**src/rtl/er_guard_multi.sv**
```systemverilog
// rtl/er_guard_multi.sv - multi-region executable-range guard forcing core reset on IRQ/DMA violations
// Optional ER_GUARD_STICKY_LOG_EN adds log_clr/viol_log: a sticky per-region violation history.
module er_guard_multi #(
  parameter int                NUM_ER        = 4,
  parameter int                ADDR_W        = 16,
  parameter int                IDX_W         = 2,
  parameter logic [ADDR_W-1:0] RESET_HANDLER = '0,
  parameter int                RST_HOLD      = 4
) (
  input  logic                     clk,
  input  logic                     rst_n,
  input  logic [ADDR_W-1:0]        pc,
  input  logic                     irq,
  input  logic                     dma_en,
  input  logic [ADDR_W-1:0]        dma_addr,
  input  logic [NUM_ER*ADDR_W-1:0] er_min_flat,
  input  logic [NUM_ER*ADDR_W-1:0] er_max_flat,
  input  logic [NUM_ER-1:0]        er_valid,
  output logic                     reset,
  output logic [1:0]               viol_cause,
  output logic [IDX_W-1:0]         viol_region
`ifdef ER_GUARD_STICKY_LOG_EN
  ,
  input  logic                     log_clr,
  output logic [NUM_ER-1:0]        viol_log
`endif
);

  typedef enum logic [1:0] {ABORT, ARMED, EXEC} state_t;

  localparam logic [7:0] HOLD_INIT = 8'(RST_HOLD - 1);

  state_t           state_q, state_d;
  logic [7:0]       hold_q, hold_d;
  logic             reset_q, reset_d;
  logic [1:0]       cause_q, cause_d;
  logic [IDX_W-1:0] region_q, region_d;

  logic [NUM_ER-1:0] pc_hit, dma_hit;
  logic [IDX_W-1:0]  pc_idx, dma_idx, region_c;
  logic [1:0]        cause_c;
  logic              viol, capture;

  always_comb begin
    pc_hit  = '0;
    dma_hit = '0;
    for (int i = 0; i < NUM_ER; i++) begin
      logic [ADDR_W-1:0] lo, hi;
      lo = er_min_flat[i*ADDR_W +: ADDR_W];
      hi = er_max_flat[i*ADDR_W +: ADDR_W];
      if (er_valid[i] && (lo <= hi)) begin
        pc_hit[i]  = (pc >= lo) && (pc <= hi);
        dma_hit[i] = dma_en && (dma_addr >= lo) && (dma_addr <= hi);
      end
    end
  end

  // Descending scan so the lowest matching index is the one left standing.
  always_comb begin
    pc_idx  = '0;
    dma_idx = '0;
    for (int i = NUM_ER - 1; i >= 0; i--) begin
      if (pc_hit[i])  pc_idx  = IDX_W'(i);
      if (dma_hit[i]) dma_idx = IDX_W'(i);
    end
  end

  always_comb begin
    cause_c  = 2'b00;
    region_c = '0;
    viol     = ((|pc_hit) && (irq || dma_en)) || (|dma_hit);
    if ((|pc_hit) && irq) begin
      cause_c  = 2'b01;
      region_c = pc_idx;
    end else if ((|pc_hit) && dma_en) begin
      cause_c  = 2'b10;
      region_c = pc_idx;
    end else if (|dma_hit) begin
      cause_c  = 2'b11;
      region_c = dma_idx;
    end
  end

  always_comb begin
    state_d  = state_q;
    hold_d   = hold_q;
    cause_d  = cause_q;
    region_d = region_q;
    capture  = 1'b0;
    case (state_q)
      EXEC:    capture = viol;
      ABORT: begin
        if (viol)              capture = 1'b1;
        else if (hold_q == '0) state_d = ARMED;
        else                   hold_d  = hold_q - 8'd1;
      end
      ARMED: begin
        if (viol)                     capture = 1'b1;
        else if (pc == RESET_HANDLER) state_d = EXEC;
      end
      default: state_d = ABORT;
    endcase
    if (capture) begin
      state_d  = ABORT;
      hold_d   = HOLD_INIT;
      cause_d  = cause_c;
      region_d = region_c;
    end
    reset_d = (state_d != EXEC);
  end

  always_ff @(posedge clk) begin
    if (!rst_n) begin
      state_q  <= ABORT;
      hold_q   <= HOLD_INIT;
      reset_q  <= 1'b1;
      cause_q  <= 2'b00;
      region_q <= '0;
    end else begin
      state_q  <= state_d;
      hold_q   <= hold_d;
      reset_q  <= reset_d;
      cause_q  <= cause_d;
      region_q <= region_d;
    end
  end

  assign reset       = reset_q;
  assign viol_cause  = cause_q;
  assign viol_region = region_q;

`ifdef ER_GUARD_STICKY_LOG_EN
  logic [NUM_ER-1:0] log_q, log_d;

  // A capture in the same cycle as log_clr still leaves its bit set.
  always_comb begin
    log_d = log_q;
    if (log_clr) log_d = '0;
    if (capture) log_d[region_c] = 1'b1;
  end

  always_ff @(posedge clk) begin
    if (!rst_n) log_q <= '0;
    else        log_q <= log_d;
  end

  assign viol_log = log_q;
`endif

endmodule

```
**config.mk**
```make
export PLATFORM = sky130hd
export DESIGN_NAME = er_guard_multi
export DESIGN_NICKNAME = d
export VERILOG_FILES = /design/src/rtl/er_guard_multi.sv
export SDC_FILE = /design/constraint.sdc
export NUM_CORES = 1
export LEC_CHECK = 0
export BUFFER_PORTS_ARGS = -buffer_cell sky130_fd_sc_hd__buf_2
export CAP_MARGIN = 0
export CORE_MARGIN = 3
export CORE_UTILIZATION = 38
export CTS_CLUSTER_SIZE = 25
export DETAILED_ROUTE_END_ITERATION = 10
export PLACE_DENSITY_LB_ADDON = 0.3
export SYNTH_ARGS = -nofsm -noshare
export SYNTH_HDL_FRONTEND = slang
export SYNTH_SLANG_ARGS = --single-unit
```
**constraint.sdc**
```tcl
create_clock -name clk -period 3.1 [get_ports clk]
set_clock_uncertainty 0.1 [all_clocks]
set_input_delay 0.155 -clock clk [delete_from_list [all_inputs] [get_ports clk]]
set_output_delay 0.155 -clock clk [all_outputs]
set_load 0.05 [all_outputs]
```
# [Word-level counts from Yosys, hierarchy flattened]
# Index checks and enable logic that the tools add are counted.
[op_classes] addsub=1 magnitude_cmp=20 n_eq_ne=3 mux=30 bitwise=3 reduce_logical=29
[ops] cell="<= comparator 16 bit" n=12
[ops] cell=">= comparator 16 bit" n=8
[ops] cell="2-to-1 mux 2 bit" n=19
[ops] cell="logical AND 1 bit" n=19
[ops] cell="zero test 16 bit" n=1
[ops] cell="2-to-1 mux 1 bit" n=9
[ops] cell="zero test 8 bit" n=1
[ops] cell="OR reduction 4 bit" n=2
[ops] cell="subtractor 8 x 1 -> 8 bit, second input constant" n=1
[ops] cell="case mux 2 bit (3 select lines)" n=1
[ops] cell="OR reduction 2 bit" n=2
[ops] cell="NOT 1 bit" n=3
[ops] cell="AND reduction 3 bit" n=1
[ops] cell="equality test 2 x 1 -> 1 bit, second input constant" n=1
[ops] cell="equality test 2 bit, second input constant" n=1
[ops] cell="zero test 2 bit" n=1
[ops] cell="logical OR 1 bit" n=2
[ops] cell="inequality test 2 bit, second input constant" n=1
[ops] cell="case mux 1 bit (2 select lines)" n=1
[totals] reg_bits=15 inputBits=168 output_inout_bits=5

# [Logic depth before layout (Yosys ltp)]
[depth] ltp_word=11 ltp_mapped=13 depth_no_buf=11

# [Worst setup path before layout]
# OpenSTA, ideal clock, no wires.
[synth_path] kind="input to register" startpoint="in er_max_flat[42]" endpoint="reg hold_q[3]" setup_ps=86 arrival_ps=2747 t_required_ps=2914 slack_ps=168 path_stages=11 path_cell_list="inv_1 -> ha_1 -> nand4_1 -> or4_4 -> o221a_1 -> o211ai_2 -> o31ai_1 -> o32a_1 -> buf_6 -> or4_1 -> a211oi_1"
[synth_between] elab_chain_len=9
[synth_lines] element="start, declared" line="17" rtl="input logic [NUM_ER*ADDR_W-1:0] er_max_flat,"
[synth_lines] element="<= comparator 16 bit (on tied branches)" line="52, 51"
[synth_lines] element="logical AND 1 bit (on tied branches)" line="52, 51"
[synth_lines] element="2-to-1 mux 1 bit" line="51" rtl="if (er_valid[i] && (lo <= hi)) begin"
[synth_lines] element="OR reduction 4 bit" line="71" rtl="viol = ((|pc_hit) && (irq || dma_en)) || (|dma_hit);"
[synth_lines] element="logical AND 1 bit" line="71"
[synth_lines] element="logical OR 1 bit *" line="71"
[synth_lines] element="2-to-1 mux 1 bit" line="93, 98"
[synth_lines] element="case mux 1 bit (2 select lines)" line="90" rtl="case (state_q)"
[synth_lines] element="OR reduction 2 bit (no line)"
[synth_lines] element="end signal, assigned" line="121" rtl="hold_q <= hold_d;"
[synth_lines] element="end, declared" line="34" rtl="logic [7:0] hold_q, hold_d;"
# Mark *: on every way between the ends. The rest lies on a longest branch, timed or not.
# A chain may end at the register's enable or synchronous reset.

# [Worst setup path after layout]
[layout_path] startpoint="in er_max_flat[39]" endpoint="reg hold_q[2]"
# Same word-level chain as after synthesis.

==> flow_metrics.env <==
export IMPL_via_count=9444
export IMPL_drive_above_1_share_pct=32.6
export IMPL_netlist_cell_type_count=66
export IMPL_holdPathStages=2
export IMPL_fin_util_pct=54.9
export IMPL_clockBufferDepth=2
export IMPL_avgSynthCellArea_um2=7.87
export IMPL_end_kind="flip-flop"
export IMPL_hold_violations=0
export IMPL_antenna_found_initial=0
export IMPL_synth_top_area_share_pct=49.3
export IMPL_numCtsBuffers=3
export IMPL_min_to="hold_q[0]"
export IMPL_drv_cap=0
export IMPL_dr_pass1_iters=5
export IMPL_clock_fmax_mhz=328
export IMPL_htree_levels=1
export IMPL_worst_slew_pin_slew_ns=0.664
export IMPL_ios=173
export IMPL_rr_worst_depth=6
export IMPL_n_antenna_cell=0
export IMPL_worst_endpoint_arrival_ns=3.11
export IMPL_cts_num_sinks=15
export IMPL_initial_core_util_pct=38.7
export IMPL_required_ns=3.16
export IMPL_place_hpwl_mm=26.4
export IMPL_r2r_start="hold_q[0]"
export IMPL_nNetsFinal=1934
export IMPL_p_leak_nw=6.35
export IMPL_fillerInstances=2056
export IMPL_hold_buffers=0
export IMPL_ant_nets=0
export IMPL_synth_seq_cells=15
export IMPL_syn_inst=1038
export IMPL_clk_latency_ns=0.25
export IMPL_cts_root_buf="clkbuf_16"
export IMPL_grt_pass1_wl_mm=46.2
export IMPL_clk_pin_slew_worst_paths_ns=0.05
export IMPL_fin_crit_sh_pct=98.4
export IMPL_drv_slew=0
export IMPL_r2r_end="hold_q[5]"
export IMPL_status="complete, no violations"
export IMPL_hold_class="input port to flip-flop"
export IMPL_remaining_drc_errors=0
export IMPL_rrSetupSlack_ns=0.84
export IMPL_synth_flop_cell="dfxtp_1"
export IMPL_netlist_area_mm2=0.00817
export IMPL_core_mm2=0.0211
export IMPL_synth_warning_count=0
export IMPL_grt_use_total_pct=24.2
export IMPL_via_per_inst=5.50
export IMPL_worstHoldStart="rst_n"
export IMPL_synthTopCellsByArea="ha_1 (49%), a21oi_1 (7.0%), inv_1 (6.6%), dfxtp_1 (3.7%), nand4_1 (3.4%)"
export IMPL_crit_fanout=20
export IMPL_post_route_worst_setup_slack_ns=0.0502
export IMPL_die_w_um=153
export IMPL_yosys_area_top_type="ha_1"
export IMPL_synth_edf_count=0
export IMPL_min_period_ns=3.05
export IMPL_relSlewSlack_pct=55.6
export IMPL_grt_ovfl_total=0
export IMPL_grt_pass1_vias=9415
export IMPL_final_cell_mix="ha_1 (311), buf_4 (225), buf_2 (171), inv_1 (134), a21oi_1 (113)"
export IMPL_synthArstFlopShare_pct=0
export IMPL_place_ws_ns=-0.284
export IMPL_ir_worst_vdd_mv=0.164
export IMPL_final_common_cell="ha_1"
export IMPL_die_h_um=153
export IMPL_initialDrtViolationCount=478
export IMPL_power_density_mw_per_mm2=186
export IMPL_cts_tree="built"
export IMPL_port_buffers=172
export IMPL_area_growth_pct=41.9
export IMPL_wl_per_cell_um=17.4
export IMPL_setup_viol=0
export IMPL_synth_nets=1528
export IMPL_place_gp_congestion=0.934
export IMPL_grt_max_degree=22
export IMPL_wirelength_mm=30.0
export IMPL_yosysSeqAreaShare_pct=3.68
export IMPL_die_area_mm2=0.0233
export IMPL_rows=53
export IMPL_setup_worst_path_class="input port to flip-flop"
export IMPL_start_kind="input port"
-- report_power, final --
part	total [mW]	switching, mW	internal [mW]	leakage (nW)
registers	0.226	0.0139	0.212	0.122
logic	1.68	0.881	0.799	6.19
clock network	0.253	0.0786	0.174	0.0382
-- cell families (layout without fill, tap and decap cells) --
family	Yosys count	in the layout	share of synthesized area, %
mux	2	2	0.260
flops	15	15	3.68
fa+ha+maj	322	322	49.3
compound gates	283	283	22.3
buf+inv	148	551	6.93
simple gates	268	270	17.5
-- Yosys cell counts, drive strengths merged (3+ instances only) --
cell,instances
nor3,17
o31ai,13
nand2b,10
and4,5
inv,143
nand2,70
o21a,5
nor2b,16
nand3,33
and3,6
a21boi,4
nor4,13
or4,12
a221oi,9
o21ai,43
a41oi,4
nand4,44
o211ai,12
dfxtp,15
a21o,22
a21oi,114
or3,5
a211o,3
a211oi,21
a2111oi,5
a31oi,3
nor2,25
buf,3
ha,322
-- per-layer routing --
metal | vias up | part of all wire (%) | track usage, %
li1 | 4771 | - | -
met1 | 4305 | 45 | 31.9
met2 | 324 | 47 | 42.9
met3 | 44 | 5.7 | 1.62
met4 | 0 | 2.7 | 6.02
met5 | - | 0 | 0
-- critical path, cell delays in order --
cell	delay [ns]
buf_2	0.09
inv_1	0.09
ha_4	0.29
nand2_2	0.05
or4_4	0.53
o221a_1	0.28
o211ai_2	0.27
o31ai_2	0.14
o32a_1	0.34
buf_12	0.17
or4_1	0.50
a211oi_2	0.20
-- state kept, by name (all words and copies together), names as in the netlist --
register     cells
hold_q           8
reset            1
state_q          2
viol_cause       2
viol_region      2
-- worst max-delay path by stage --
stage | slack, ns | start | cells past startpoint | to
floorplan | 0.17 | er_max_flat[42] | 11 | hold_q[3]
global placement | -0.24 | pc[13] | 12 | hold_q[4]
detailed placement | -0.28 | pc[14] | 12 | hold_q[4]
CTS | 0.002 | er_max_flat[29] | 14 | hold_q[3]
global route | -0.04 | dma_addr[0] | 13 | hold_q[4]
finish | 0.05 | er_max_flat[39] | 12 | hold_q[2]
-- through the flow --
| step | power (mW) | area (µm²) | hold WS [ns] | TNS (ns) | cells |
|---|---|---|---|---|---|
| after floorplan | 1.05 | 8170 | 0.275 | 0 | 1038 |
| after global placement | 1.77 | 11100 | 0.352 | -2.10 | 1709 |
| after detailed placement | 1.82 | 11100 | 0.355 | -2.56 | 1709 |
| after CTS | 2.09 | 11300 | 0.102 | 0 | 1714 |
| after global routing | 2.37 | 11600 | 0.116 | -0.221 | 1718 |
| final | 2.16 | 11600 | 0.107 | 0 | 1718 |
-- what timing repair did --
item / in CTS / in global routing
hold endpoints to repair: 0 / 0
endpoints found under the setup margin: 6 / 12
cloned: 0 / 2
setup buffers: 1 / 3
resized for setup: 13 / 53
pin swaps: 5 / 13
-- final cells by class --
type / instances / area [µm²] / share of cell area [%]
Timing Repair Buffer: 404 / 2680 / 23.2
Tap cell: 275 / 344 / 2.97
Inverter: 143 / 541 / 4.67
Clock buffer: 4 / 78.8 / 0.680
Multi-Input combinational cell: 877 / 7640 / 65.9
Sequential cell: 15 / 300 / 2.59
Power figures use the tool's default switching activity.
